[src/rtl/frame_bank_scheduler.sv]
// -----------------------------------------------------------------------------
// frame_bank_scheduler
//
// Triple-buffer bank scheduler between the gray capture stage and the
// frame-difference engine. Each complete capture frame is written into one of
// three frame-buffer banks; frames with a wrong pixel count are rejected and
// frames arriving while the reader holds its bank pair are discarded.
//
// Parameters
//   IMG_H, IMG_V  frame geometry (pixels per line, lines per frame)
//   ADDR_W        write address width, 2**ADDR_W >= IMG_H*IMG_V
//
// Ports
//   cmos_pclk     pixel clock
//   rst_n         asynchronous active-low reset
//   capture_en    level, enables frame acceptance
//   frame_vsync   frame valid (high during a frame)
//   frame_href    line valid
//   frame_data    8-bit gray pixel
//   wr_en/wr_bank/wr_addr/wr_data   registered frame-buffer write port
//   frame_ready   two committed frames available and reader not locked
//   rd_req        reader requests a bank pair (level)
//   rd_ack        one-cycle grant pulse
//   rd_cur_bank   newest committed bank (stable while locked)
//   rd_prev_bank  previous committed bank (stable while locked)
//   rd_done       one-cycle pulse releasing the reader lock
//   drop_cnt      dropped/rejected frame count
//
// Build option
//   FRAME_SCHED_STATS_EN  when defined, drop_cnt counts bad frames and commits
//                         discarded under lock (saturating at 255); otherwise
//                         drop_cnt is tied to zero.
// -----------------------------------------------------------------------------
module frame_bank_scheduler #(
  parameter int IMG_H  = 640,
  parameter int IMG_V  = 480,
  parameter int ADDR_W = 19
) (
  input  logic              cmos_pclk,
  input  logic              rst_n,
  input  logic              capture_en,
  input  logic              frame_vsync,
  input  logic              frame_href,
  input  logic [7:0]        frame_data,
  output logic              wr_en,
  output logic [1:0]        wr_bank,
  output logic [ADDR_W-1:0] wr_addr,
  output logic [7:0]        wr_data,
  output logic              frame_ready,
  input  logic              rd_req,
  output logic              rd_ack,
  output logic [1:0]        rd_cur_bank,
  output logic [1:0]        rd_prev_bank,
  input  logic              rd_done,
  output logic [7:0]        drop_cnt
);

  // One extra bit so the counter can hold the full frame size exactly.
  localparam int CNT_W = ADDR_W + 1;
  localparam logic [CNT_W-1:0] FRAME_PIX = CNT_W'(IMG_H * IMG_V);

  typedef enum logic [1:0] {
    S_IDLE    = 2'd0,
    S_WAIT_VS = 2'd1,
    S_CAPTURE = 2'd2,
    S_COMMIT  = 2'd3
  } state_t;

  state_t             state_q, state_d;
  logic               vsync_q, vsync_d;
  logic [CNT_W-1:0]   pix_cnt_q, pix_cnt_d;
  logic               ovf_q, ovf_d;
  logic               wr_en_q, wr_en_d;
  logic [1:0]         wr_bank_q, wr_bank_d;
  logic [ADDR_W-1:0]  wr_addr_q, wr_addr_d;
  logic [7:0]         wr_data_q, wr_data_d;
  logic [1:0]         bank_wr_q, bank_wr_d;
  logic [1:0]         cur_q, cur_d;
  logic [1:0]         prev_q, prev_d;
  logic [1:0]         valid_q, valid_d;
  logic               lock_q, lock_d;
  logic               rd_ack_q, rd_ack_d;
  logic               frame_ready_q, frame_ready_d;

  logic               rise_s;
  logic               fall_s;
  logic               pix_s;
  logic               good_frame_s;

  assign rise_s       = frame_vsync & ~vsync_q;
  assign fall_s       = ~frame_vsync & vsync_q;
  assign pix_s        = frame_vsync & frame_href;
  assign good_frame_s = (pix_cnt_q == FRAME_PIX) & ~ovf_q;

  // Next-state logic: capture FSM, pixel write path, bank rotation, reader lock.
  always_comb begin
    state_d   = state_q;
    vsync_d   = frame_vsync;
    pix_cnt_d = pix_cnt_q;
    ovf_d     = ovf_q;
    wr_en_d   = 1'b0;
    wr_bank_d = wr_bank_q;
    wr_addr_d = wr_addr_q;
    wr_data_d = wr_data_q;
    bank_wr_d = bank_wr_q;
    cur_d     = cur_q;
    prev_d    = prev_q;
    valid_d   = valid_q;
    lock_d    = lock_q;
    rd_ack_d  = 1'b0;

    // Every frame start re-arms the pixel counter, whatever the state.
    if (rise_s) begin
      pix_cnt_d = {CNT_W{1'b0}};
      ovf_d     = 1'b0;
    end else begin
      pix_cnt_d = pix_cnt_q;
      ovf_d     = ovf_q;
    end

    case (state_q)
      S_IDLE: begin
        if (capture_en) begin
          state_d = S_WAIT_VS;
        end else begin
          state_d = S_IDLE;
        end
      end

      // Only a fresh rise enters CAPTURE, so a frame already running is skipped.
      S_WAIT_VS: begin
        if (rise_s && capture_en) begin
          state_d = S_CAPTURE;
        end else if (!capture_en) begin
          state_d = S_IDLE;
        end else begin
          state_d = S_WAIT_VS;
        end
      end

      // capture_en is deliberately ignored here: a started frame always finishes.
      S_CAPTURE: begin
        if (fall_s) begin
          if (good_frame_s) begin
            state_d = S_COMMIT;
          end else begin
            // Bad frame: write bank is kept and simply overwritten next time.
            state_d = S_WAIT_VS;
          end
        end else if (pix_s) begin
          if (pix_cnt_q < FRAME_PIX) begin
            wr_en_d   = 1'b1;
            wr_bank_d = bank_wr_q;
            wr_addr_d = pix_cnt_q[ADDR_W-1:0];
            wr_data_d = frame_data;
            pix_cnt_d = pix_cnt_q + CNT_W'(1);
          end else begin
            ovf_d = 1'b1;
          end
        end else begin
          state_d = S_CAPTURE;
        end
      end

      S_COMMIT: begin
        if (!lock_q) begin
          prev_d    = cur_q;
          cur_d     = bank_wr_q;
          bank_wr_d = prev_q;
          if (valid_q != 2'd2) begin
            valid_d = valid_q + 2'd1;
          end else begin
            valid_d = valid_q;
          end
        end else begin
          // Reader holds cur/prev: the frame just written is discarded.
          bank_wr_d = bank_wr_q;
        end
        if (capture_en) begin
          state_d = S_WAIT_VS;
        end else begin
          state_d = S_IDLE;
        end
      end

      default: begin
        state_d = S_IDLE;
      end
    endcase

    // Grant is held off during COMMIT so the reader sees the updated pair.
    if (lock_q) begin
      if (rd_done) begin
        lock_d = 1'b0;
      end else begin
        lock_d = 1'b1;
      end
    end else if (rd_req && frame_ready_q && (state_q != S_COMMIT)) begin
      lock_d   = 1'b1;
      rd_ack_d = 1'b1;
    end else begin
      lock_d = 1'b0;
    end

    frame_ready_d = (valid_d == 2'd2) & ~lock_d;
  end

  // State and output registers.
  always_ff @(posedge cmos_pclk or negedge rst_n) begin
    if (!rst_n) begin
      state_q       <= S_IDLE;
      vsync_q       <= 1'b0;
      pix_cnt_q     <= {CNT_W{1'b0}};
      ovf_q         <= 1'b0;
      wr_en_q       <= 1'b0;
      wr_bank_q     <= 2'd0;
      wr_addr_q     <= {ADDR_W{1'b0}};
      wr_data_q     <= 8'd0;
      bank_wr_q     <= 2'd0;
      cur_q         <= 2'd1;
      prev_q        <= 2'd2;
      valid_q       <= 2'd0;
      lock_q        <= 1'b0;
      rd_ack_q      <= 1'b0;
      frame_ready_q <= 1'b0;
    end else begin
      state_q       <= state_d;
      vsync_q       <= vsync_d;
      pix_cnt_q     <= pix_cnt_d;
      ovf_q         <= ovf_d;
      wr_en_q       <= wr_en_d;
      wr_bank_q     <= wr_bank_d;
      wr_addr_q     <= wr_addr_d;
      wr_data_q     <= wr_data_d;
      bank_wr_q     <= bank_wr_d;
      cur_q         <= cur_d;
      prev_q        <= prev_d;
      valid_q       <= valid_d;
      lock_q        <= lock_d;
      rd_ack_q      <= rd_ack_d;
      frame_ready_q <= frame_ready_d;
    end
  end

  assign wr_en        = wr_en_q;
  assign wr_bank      = wr_bank_q;
  assign wr_addr      = wr_addr_q;
  assign wr_data      = wr_data_q;
  assign frame_ready  = frame_ready_q;
  assign rd_ack       = rd_ack_q;
  assign rd_cur_bank  = cur_q;
  assign rd_prev_bank = prev_q;

`ifdef FRAME_SCHED_STATS_EN
  logic       drop_inc_s;
  logic [7:0] drop_cnt_q, drop_cnt_d;

  assign drop_inc_s = ((state_q == S_CAPTURE) & fall_s & ~good_frame_s) |
                      ((state_q == S_COMMIT) & lock_q);

  // Saturating drop counter.
  always_comb begin
    drop_cnt_d = drop_cnt_q;
    if (drop_inc_s && (drop_cnt_q != 8'd255)) begin
      drop_cnt_d = drop_cnt_q + 8'd1;
    end else begin
      drop_cnt_d = drop_cnt_q;
    end
  end

  // Drop counter register.
  always_ff @(posedge cmos_pclk or negedge rst_n) begin
    if (!rst_n) begin
      drop_cnt_q <= 8'd0;
    end else begin
      drop_cnt_q <= drop_cnt_d;
    end
  end

  assign drop_cnt = drop_cnt_q;
`else
  assign drop_cnt = 8'd0;
`endif

endmodule

[config.mk]
export PLATFORM = sky130hd
export DESIGN_NAME = frame_bank_scheduler
export DESIGN_NICKNAME = d
export VERILOG_FILES = /design/src/rtl/frame_bank_scheduler.sv
export SDC_FILE = /design/constraint.sdc
export NUM_CORES = 1
export LEC_CHECK = 0
export ABC_AREA = 1
export BUFFER_PORTS_ARGS = -buffer_cell sky130_fd_sc_hd__clkbuf_2
export CORE_MARGIN = 10
export CORE_UTILIZATION = 59
export DETAILED_ROUTE_END_ITERATION = 8
export PLACE_DENSITY_LB_ADDON = 0.12
export RECOVER_POWER = 50
export SYNTH_ARGS = -nofsm -noshare
export SYNTH_HDL_FRONTEND = slang
export SYNTH_SLANG_ARGS = --single-unit
[constraint.sdc]
create_clock -name cmos_pclk -period 2.4 [get_ports cmos_pclk]
set_input_delay 0 -clock cmos_pclk [delete_from_list [all_inputs] [get_ports cmos_pclk]]
set_output_delay 0 -clock cmos_pclk [all_outputs]
set_load 0.01 [all_outputs]
# Word level (Yosys, flattened, before mapping)

Index checks and enable logic that the tools add are counted.

Muxes and demuxes: 27
$add $sub $neg: 2
Eq/ne operators: 8
Reductions and logical operators: 7
Magnitude comparators: 1
Bitwise operators: 11

Operators by type and width:

| operator                | count |
|---|---|
| $mux W20                | 5 |
| $add A20 B1 Y20 const B | 1 |
| $eq A20 B19 Y1 const B  | 1 |
| $lt A20 B19 Y1 const B  | 1 |
| $mux W1                 | 14 |
| $mux W2                 | 7 |
| $eq A2 B2 Y1 const B    | 3 |
| $not A1 Y1              | 6 |
| $pmux W2 S3             | 1 |
| $and A1 B1 Y1           | 5 |
| $ne A2 B2 Y1 const B    | 2 |
| $reduce_and A4 Y1       | 1 |
| $logic_and A1 B1 Y1     | 3 |
| $ne A3 B3 Y1 const B    | 1 |
| $add A2 B1 Y2 const B   | 1 |
| $eq A2 B1 Y1 const B    | 1 |
| $logic_not A2 Y1        | 1 |
| $reduce_and A2 Y1       | 1 |
| $reduce_or A2 Y1        | 1 |

Output and inout port bits: 44
Bits of input ports: 15
Flip-flop bits (word level): 65
Logic and storage cells: 71

# Depth between registers and ports, before layout

Gate-level depths: netlist of run 1.

Depth in word-level cells: 7
Gate-level depth with buffers: 10
Mapped depth without buffers: 10

# Worst setup path before layout of run 1

Ideal clock, no wire load.

Kind: register to register
Start: reg state_q[0]
End: reg wr_addr_q[9] (netlist: wr_addr[9])
Data required time: 2.283 ns
Setup time: 0.117 ns
Path buffers: 2
Clock period less this slack: 1.483 ns
Cell stages (with the launch flop): 10
Slack: 0.917 ns
Data arrival time: 1.366 ns
Path through: dfrtp_1 -> inv_1 -> ha_1 -> inv_1 -> nor2_2 -> nand3_4 -> buf_6 -> buf_6 -> nand2_1 -> nand2_1

Longest elaborated chain between the ends: 2

Ends and longest elaborated chain:

| element                     | RTL line | text |
|---|---|---|
| start, declared             | 69       | `state_t state_q, state_d;` |
| start signal, assigned      | 227      | `state_q <= state_d;` |
| $eq A2 B2 Y1                | 121      | `case (state_q)` |
| $reduce_and A4 Y1 (no line) | -        |  |
| end signal, assigned        | 217      | `wr_addr_q <= {ADDR_W{1'b0}};` |
| end signal, assigned        | 233      | `wr_addr_q <= wr_addr_d;` |
| end, declared               | 75       | `logic [ADDR_W-1:0] wr_addr_q, wr_addr_d;` |

Every way passes these cells.
A chain may end at the register's enable or synchronous reset.

# Worst setup path in the final report of run 1

Start: reg state_q[0]
End: reg wr_addr_q[0] (netlist: wr_addr[0])

Same word-level chain as after synthesis.

==> impl_metrics.py, run 1 <==
metrics = {
    "sta": {
        "slew_headroom_pct": -3.444,
        "hold_slack_ns": 0.04845,
        "hold_violations": 0,
        "layout_setup_ws_ns": 0.4823,
        "fmax_mhz": 521.5,
        "tightest_slew_ns": 1.552,
        "tns_ns": 0,
        "rsz0062_at_grt": "false",
        "fin_skew_ns": 0.004954,
        "setup_viol": 0,
        "period_share_pct": 79.90,
        "slew_violations": 66,
        "period_needed_ns": 1.918,
    },
    "worst_setup_path": {
        "critPathRequiredTime_ns": 2.62,
        "cp.arrival_ns": 2.14,
        "cp_max_fo": 22,
        "worstSetupPathType": "reg -> reg",
        "cp-end-kind": "register",
        "startpoint_type": "register",
    },
    "routing": {
        "wirelength_mm": 6.403,
        "dr.pass1.iters": 4,
        "drc_errors": 0,
        "vias_per_cell": 4.879,
        "vias": 2425,
        "drt-initial-drc-count": 120,
        "wl_per_cell_um": 12.88,
        "drtAntennaViolNets": 0,
    },
    "global_route": {
        "overflow": 0,
        "grt_pass1_wl_mm": 11.44,
        "grt_max_degree": 66,
        "track_usage_pct": 16.32,
        "antenna_found_initial": 0,
        "grt_pass1_vias": 2491,
    },
    "yosys": {
        "syn_inst": 355,
        "ys.flop_type": "dfrtp_1",
        "synth_common_cells": "105 x nand2_1, 63 x dfrtp_1, 38 x inv_1",
        "synthArstFlopShare_pct": 100.0,
        "synth_warnings": 0,
        "yosysMostFrequentCell": "nand2_1",
        "synth_seq_cells": 65,
        "yosysSeqAreaShare_pct": 53.43,
        "syn_area_per_cell_sq_um": 8.589,
        "post_synth_num_cell_types": 34,
        "ys_top_cells_by_area": "dfrtp_1 52%, nand2_1 13%, o21ai_0 4.9%",
        "synth_top_area_share_pct": 51.70,
        "yosys.area.top_type": "dfrtp_1",
        "synth_edf_count": 0,
        "syn-cell-area_sq_mm": 0.003049,
    },
    "cts": {
        "post_cts_buffers": 0,
        "ctsLongestPathBuffers": 2,
        "clock-root-buffer": "clkbuf_8",
        "cts_tree": "built",
        "clkLatencyLatePin_ns": 0.33,
        "ctsResizeCount": 0,
        "ctsHoldBuffers": 13,
        "cts_buffers": 9,
        "htree_levels": 3,
        "cts_num_sinks": 65,
        "clk_pin_slew_ns": 0.07,
    },
    "final_layout": {
        "finalNetCount": 443,
        "final_cells": 497,
        "fill_cells": 448,
        "seq_area_sq_mm": 0.001629,
        "final_core_util_pct": 70.54,
        "diodes": 0,
        "multi_input_area_sq_mm": 0.001170,
        "drive_above_1_share_pct": 15.69,
        "syn_to_final_growth_pct": 17.40,
    },
    "placement": {
        "portBuffers": 50,
        "dp_slack_ns": 0.4823,
        "gp_congestion": 0.8556,
        "dp.cells": 468,
        "hpwl_mm": 4.557,
    },
    "power_and_ir_drop": {
        "peakVddDrop_mv": 0.5403,
        "p_leak_uw": 0.001829,
        "p_per_area_mw_per_mm2": 754.5,
    },
    "die": {
        "rows": 26,
        "initial_core_util_pct": 60.08,
        "ioPinCount": 59,
        "die_h_um": 91.89,
        "core_area_sq_mm": 0.005075,
        "dieWidth_um": 91.89,
        "dieArea_sq_mm": 0.008444,
    },
    "run_status": {
        "run_status": "finished, violations left",
        "violations": "max-capacitance violations, max-slew violations",
    },
    "job": {
        "max-cap-violations": 1,
    },
    "hold_path": {
        "hold_path.class": "in -> reg",
    },
}
==> worst max-delay path, cell delays in order (launching register included) <==
cell     delay (ns)
dfrtp_1        0.40
inv_1          0.09
ha_1           0.15
inv_1          0.07
nor2_2         0.24
nand3_4        0.25
inv_2          0.37
nand2_1        0.12
o21a_1         0.12
==> state kept, by name (all words and copies together), names as in the netlist <==
signal,flops
pix_cnt_q,20
wr_addr,19
wr_data,8
bank_wr_q,2
rd_cur_bank,2
rd_prev_bank,2
state_q,2
valid_q,2
wr_bank,2
frame_ready,1
lock_q,1
ovf_q,1
rd_ack,1
vsync_q,1
wr_en,1
==> routing by layer <==
metal	up-vias	track usage [%]	share of wire, %
li1	1248	-	-
met1	1123	18.93	45
met4	0	7.326	1.5
met2	46	27.06	47
met3	8	5.134	6.5
met5	-	0	0
==> cell families (layout without fill, tap and decap cells) <==
kind of cell,count (synthesis),after routing,synth area share (%)
AO/OA/AOI/OAI,52,52,9.192
XOR/XNOR,8,8,2.298
adder cells (fa/ha/maj),6,6,2.462
buffers and inverters,58,123,9.068
flip-flops,65,65,53.43
multiplexers,1,1,0.3693
other,1,8,0.1230
AND/OR/NAND/NOR,164,164,23.06
==> cells in the final DEF, fill, tap and decap left out, drive strengths merged, types with 6 or more instances in the layout <==
| cell type | n |
|---|---|
| dfrtp | 63 |
| xor2 | 7 |
| clkbuf | 60 |
| nand3 | 18 |
| o21ai | 31 |
| nor2 | 28 |
| a21oi | 11 |
| nand2 | 108 |
| dlygate4sd3 | 13 |
| clkinv | 6 |
| o22ai | 6 |
| conb | 8 |
| ha | 6 |
| inv | 41 |
==> cell type report <==
cell class / count / share of cell area (%)
Clock buffer: 9 / 3.460
Clock inverter: 7 / 1.049
Inverter: 41 / 4.299
Multi-Input combinational cell: 239 / 32.68
Sequential cell: 65 / 45.51
Tap cell: 70 / 2.447
Timing Repair Buffer: 66 / 10.56
==> through the flow <==
step	area (sq um)	power (uW)
3_5_place_dp	3326	1963
6_report	3580	2701
4_1_cts	3617	2757
2_1_floorplan	3075	1730
3_3_place_gp	3326	1942
5_1_grt	3580	2888
==> worst paths after layout <==
kind                                         from                     end  slack (ns)  depth (start not counted)
hold reg to reg            wr_data[1]$_DFFE_PN0P_  wr_data[1]$_DFFE_PN0P_        0.48                          2
setup reg to reg           state_q[0]$_DFFE_PN0P_  wr_addr[0]$_DFFE_PN0P_        0.48                          8
hold / removal                         frame_href  state_q[1]$_DFFE_PN0P_        0.05                          4
setup / recovery           state_q[0]$_DFFE_PN0P_  wr_addr[0]$_DFFE_PN0P_        0.48                          8
min in group asynchronous                   rst_n  wr_data[2]$_DFFE_PN0P_        0.69                          3
max in group asynchronous                   rst_n  wr_data[5]$_DFFE_PN0P_        0.80                          3
==> power breakdown <==
part           internal, uW  switching [uW]  total [uW]
logic                   220             343         563
clock network           363             404         767
registers              1280            93.1        1370
total                  1860             840        2700
Power figures use the tool's default switching activity.
==> run 2: changes to the inputs <==
CORE_UTILIZATION = 55   (was 59)
clock period = 1.9 ns   (was 2.4 ns; I/O delays follow)
==> run 2 against run 1 <==
Against the previous run:
- the run now ends clean
- flip-flop and latch count unchanged
- sequential share of layout area fell by 0.78 points
- sequential power grew 26%
- combinational power up 25%
- design area is 1.7% higher
- critical path depth grew 2
- worst setup slack got worse by 0.26 ns
- wire length rose by 3.2%
- die area is 5.7% higher
- largest cell class unchanged
- largest power group unchanged
- highest routed layer unchanged
==> impl_metrics.py, run 2 (same netlist as run 1, synthesis figures left out) <==
metrics = {
    "power_and_ir_drop": {
        "p_sw_uw": 1078,
        "p_leak_uw": 0.001808,
        "peakVddDrop_mv": 0.7618,
        "comb_power_share_pct": 19.3,
        "swShare_pct": 29.63,
        "p_per_area_mw_per_mm2": 998.6,
        "pwr-share-seq_pct": 47.6,
        "internal_power_uw": 2559,
        "p_clk_share_pct": 33.1,
    },
    "worst_setup_path": {
        "cp_max_fo": 12,
        "cp.arrival_ns": 1.91,
        "rr_worst_depth": 10,
        "critPathRequiredTime_ns": 2.13,
        "worstSetupPathType": "reg -> reg",
        "cp-end-kind": "register",
        "startpoint_type": "register",
    },
    "die": {
        "initial_core_util_pct": 56.06,
        "die_h_um": 94.46,
        "dieArea_sq_mm": 0.008922,
        "ioPinCount": 59,
        "core_area_sq_mm": 0.005439,
        "rows": 27,
        "dieWidth_um": 94.46,
    },
    "sta": {
        "fin_skew_ns": 0.009622,
        "setup_viol": 0,
        "period_share_pct": 88.51,
        "slew_violations": 0,
        "rsz0062_at_grt": "false",
        "fmax_mhz": 594.6,
        "tightest_slew_ns": 1.235,
        "slew_headroom_pct": 17.68,
        "hold_violations": 0,
        "tns_ns": 0,
        "hold_slack_ns": 0.08240,
        "period_needed_ns": 1.682,
    },
    "placement": {
        "portBuffers": 50,
        "hpwl_mm": 4.871,
        "gp_congestion": 0.8600,
    },
    "final_layout": {
        "largest_reg_flops": 20,
        "finalNetCount": 448,
        "seq_area_sq_mm": 0.001629,
        "syn_to_final_growth_pct": 19.45,
        "final_common_cell": "nand2_1",
        "layout_common_cells": "105 x nand2_1, 63 x dfrtp_1, 38 x inv_1, 37 x clkbuf_1, 30 x o21ai_0",
        "largest_register": "pix_cnt_q",
        "fill_cells": 474,
        "multi_input_area_sq_mm": 0.001170,
        "drive_above_1_share_pct": 12.27,
        "diodes": 0,
    },
    "routing": {
        "wirelength_mm": 6.606,
        "drtAntennaViolNets": 0,
        "vias_per_cell": 4.950,
        "vias": 2495,
        "dr.pass1.iters": 4,
        "wl_per_cell_um": 13.11,
        "drt-initial-drc-count": 120,
        "drc_errors": 0,
    },
    "cts": {
        "ctsHoldBuffers": 13,
        "post_cts_buffers": 0,
        "clock-root-buffer": "clkbuf_8",
        "cts_tree": "built",
        "ctsResizeCount": 0,
        "cts_buffers": 9,
        "htree_levels": 3,
        "clk_pin_slew_ns": 0.07,
        "ctsLongestPathBuffers": 2,
        "cts_num_sinks": 65,
        "clkLatencyLatePin_ns": 0.34,
    },
    "global_route": {
        "antenna_found_initial": 0,
        "grt_pass1_wl_mm": 11.22,
        "track_usage_pct": 15.76,
        "grt_pass1_vias": 2434,
        "overflow": 0,
        "grt_max_degree": 31,
    },
    "hold_path": {
        "hold_path.class": "in -> reg",
        "hold_path_depth": 3,
    },
    "job": {
        "max-cap-violations": 0,
    },
    "run_status": {
        "run_status": "finished, final reports clean",
    },
}
-- run 2: cell count changes in the layout (fill, tap and decap cells not counted), sizes merged --
| cell | before | now |
|---|---|---|
| clkbuf | 60 | 64 |
| clkinv | 6 | 2 |
| buf | 2 | 6 |
| bufinv | 0 | 1 |
-- run 2: power groups by stage --
stage | Clock (uW) | Combinational [uW] | Sequential, uW
2_1_floorplan | 0 | 361 | 1820
3_3_place_gp | 0 | 709 | 1750
3_5_place_dp | 0 | 734 | 1760
4_1_cts | 1230 | 765 | 1730
5_1_grt | 1290 | 822 | 1760
6_report | 1200 | 703 | 1730
-- run 2: path summary, 6_finish.rpt --
check | start | endpoint | slack (ns)
worst max register to register | state_q[0]$_DFFE_PN0P_ | pix_cnt_q[16]$_DFF_PN0_ | 0.22
min in group asynchronous | rst_n | wr_data[2]$_DFFE_PN0P_ | 0.45
worst min-delay path | capture_en | state_q[1]$_DFFE_PN0P_ | 0.08
worst max-delay path | state_q[0]$_DFFE_PN0P_ | pix_cnt_q[16]$_DFF_PN0_ | 0.22
max in group asynchronous | rst_n | rd_cur_bank[0]$_DFFE_PN1P_ | 0.30
worst min register to register | wr_addr[6]$_DFFE_PN0P_ | wr_addr[6]$_DFFE_PN0P_ | 0.48
-- run 2: worst max-delay path: stages, from the launching register on --
cell	delay [ns]
dfrtp_1	0.40
inv_1	0.09
ha_1	0.16
inv_1	0.07
nor2_2	0.17
nand3_4	0.14
buf_4	0.21
nor2_1	0.17
nand2_1	0.07
nand2_1	0.07
nand2_1	0.04
-- run 2: layer usage --
metal	wire [um]	track usage, %	part of all wire (%)
met1	2983	19.46	45
met2	3089	24.89	47
met3	405	4.362	6.1
met4	127	7.855	1.9
met5	0	0	0
-- run 2: cell type report --
type	count	share of cell area, %
Sequential cell	65	44.73
Clock buffer	12	4.260
Multi-Input combinational cell	239	32.12
Inverter	41	4.225
Tap cell	72	2.473
Timing Repair Buffer	71	10.79
Clock inverter	4	1.408
-- run 2: metrics by stage --
| stage | total power [uW] | setup slack (ns) | utilization, % | cells | instance area (sq um) |
|---|---|---|---|---|---|
| 6_report | 3637 | 0.2182 | 66.97 | 504 | 3642 |
| 4_1_cts | 3724 | 0.2122 | 67.84 | 504 | 3690 |
| 3_3_place_gp | 2462 | 0.3116 | 61.65 | 475 | 3353 |
| 3_5_place_dp | 2489 | 0.2200 | 61.65 | 475 | 3353 |
| 2_1_floorplan | 2186 | 0.4168 | - | 362 | 3075 |
| 5_1_grt | 3871 | 0.04278 | 66.97 | 504 | 3642 |
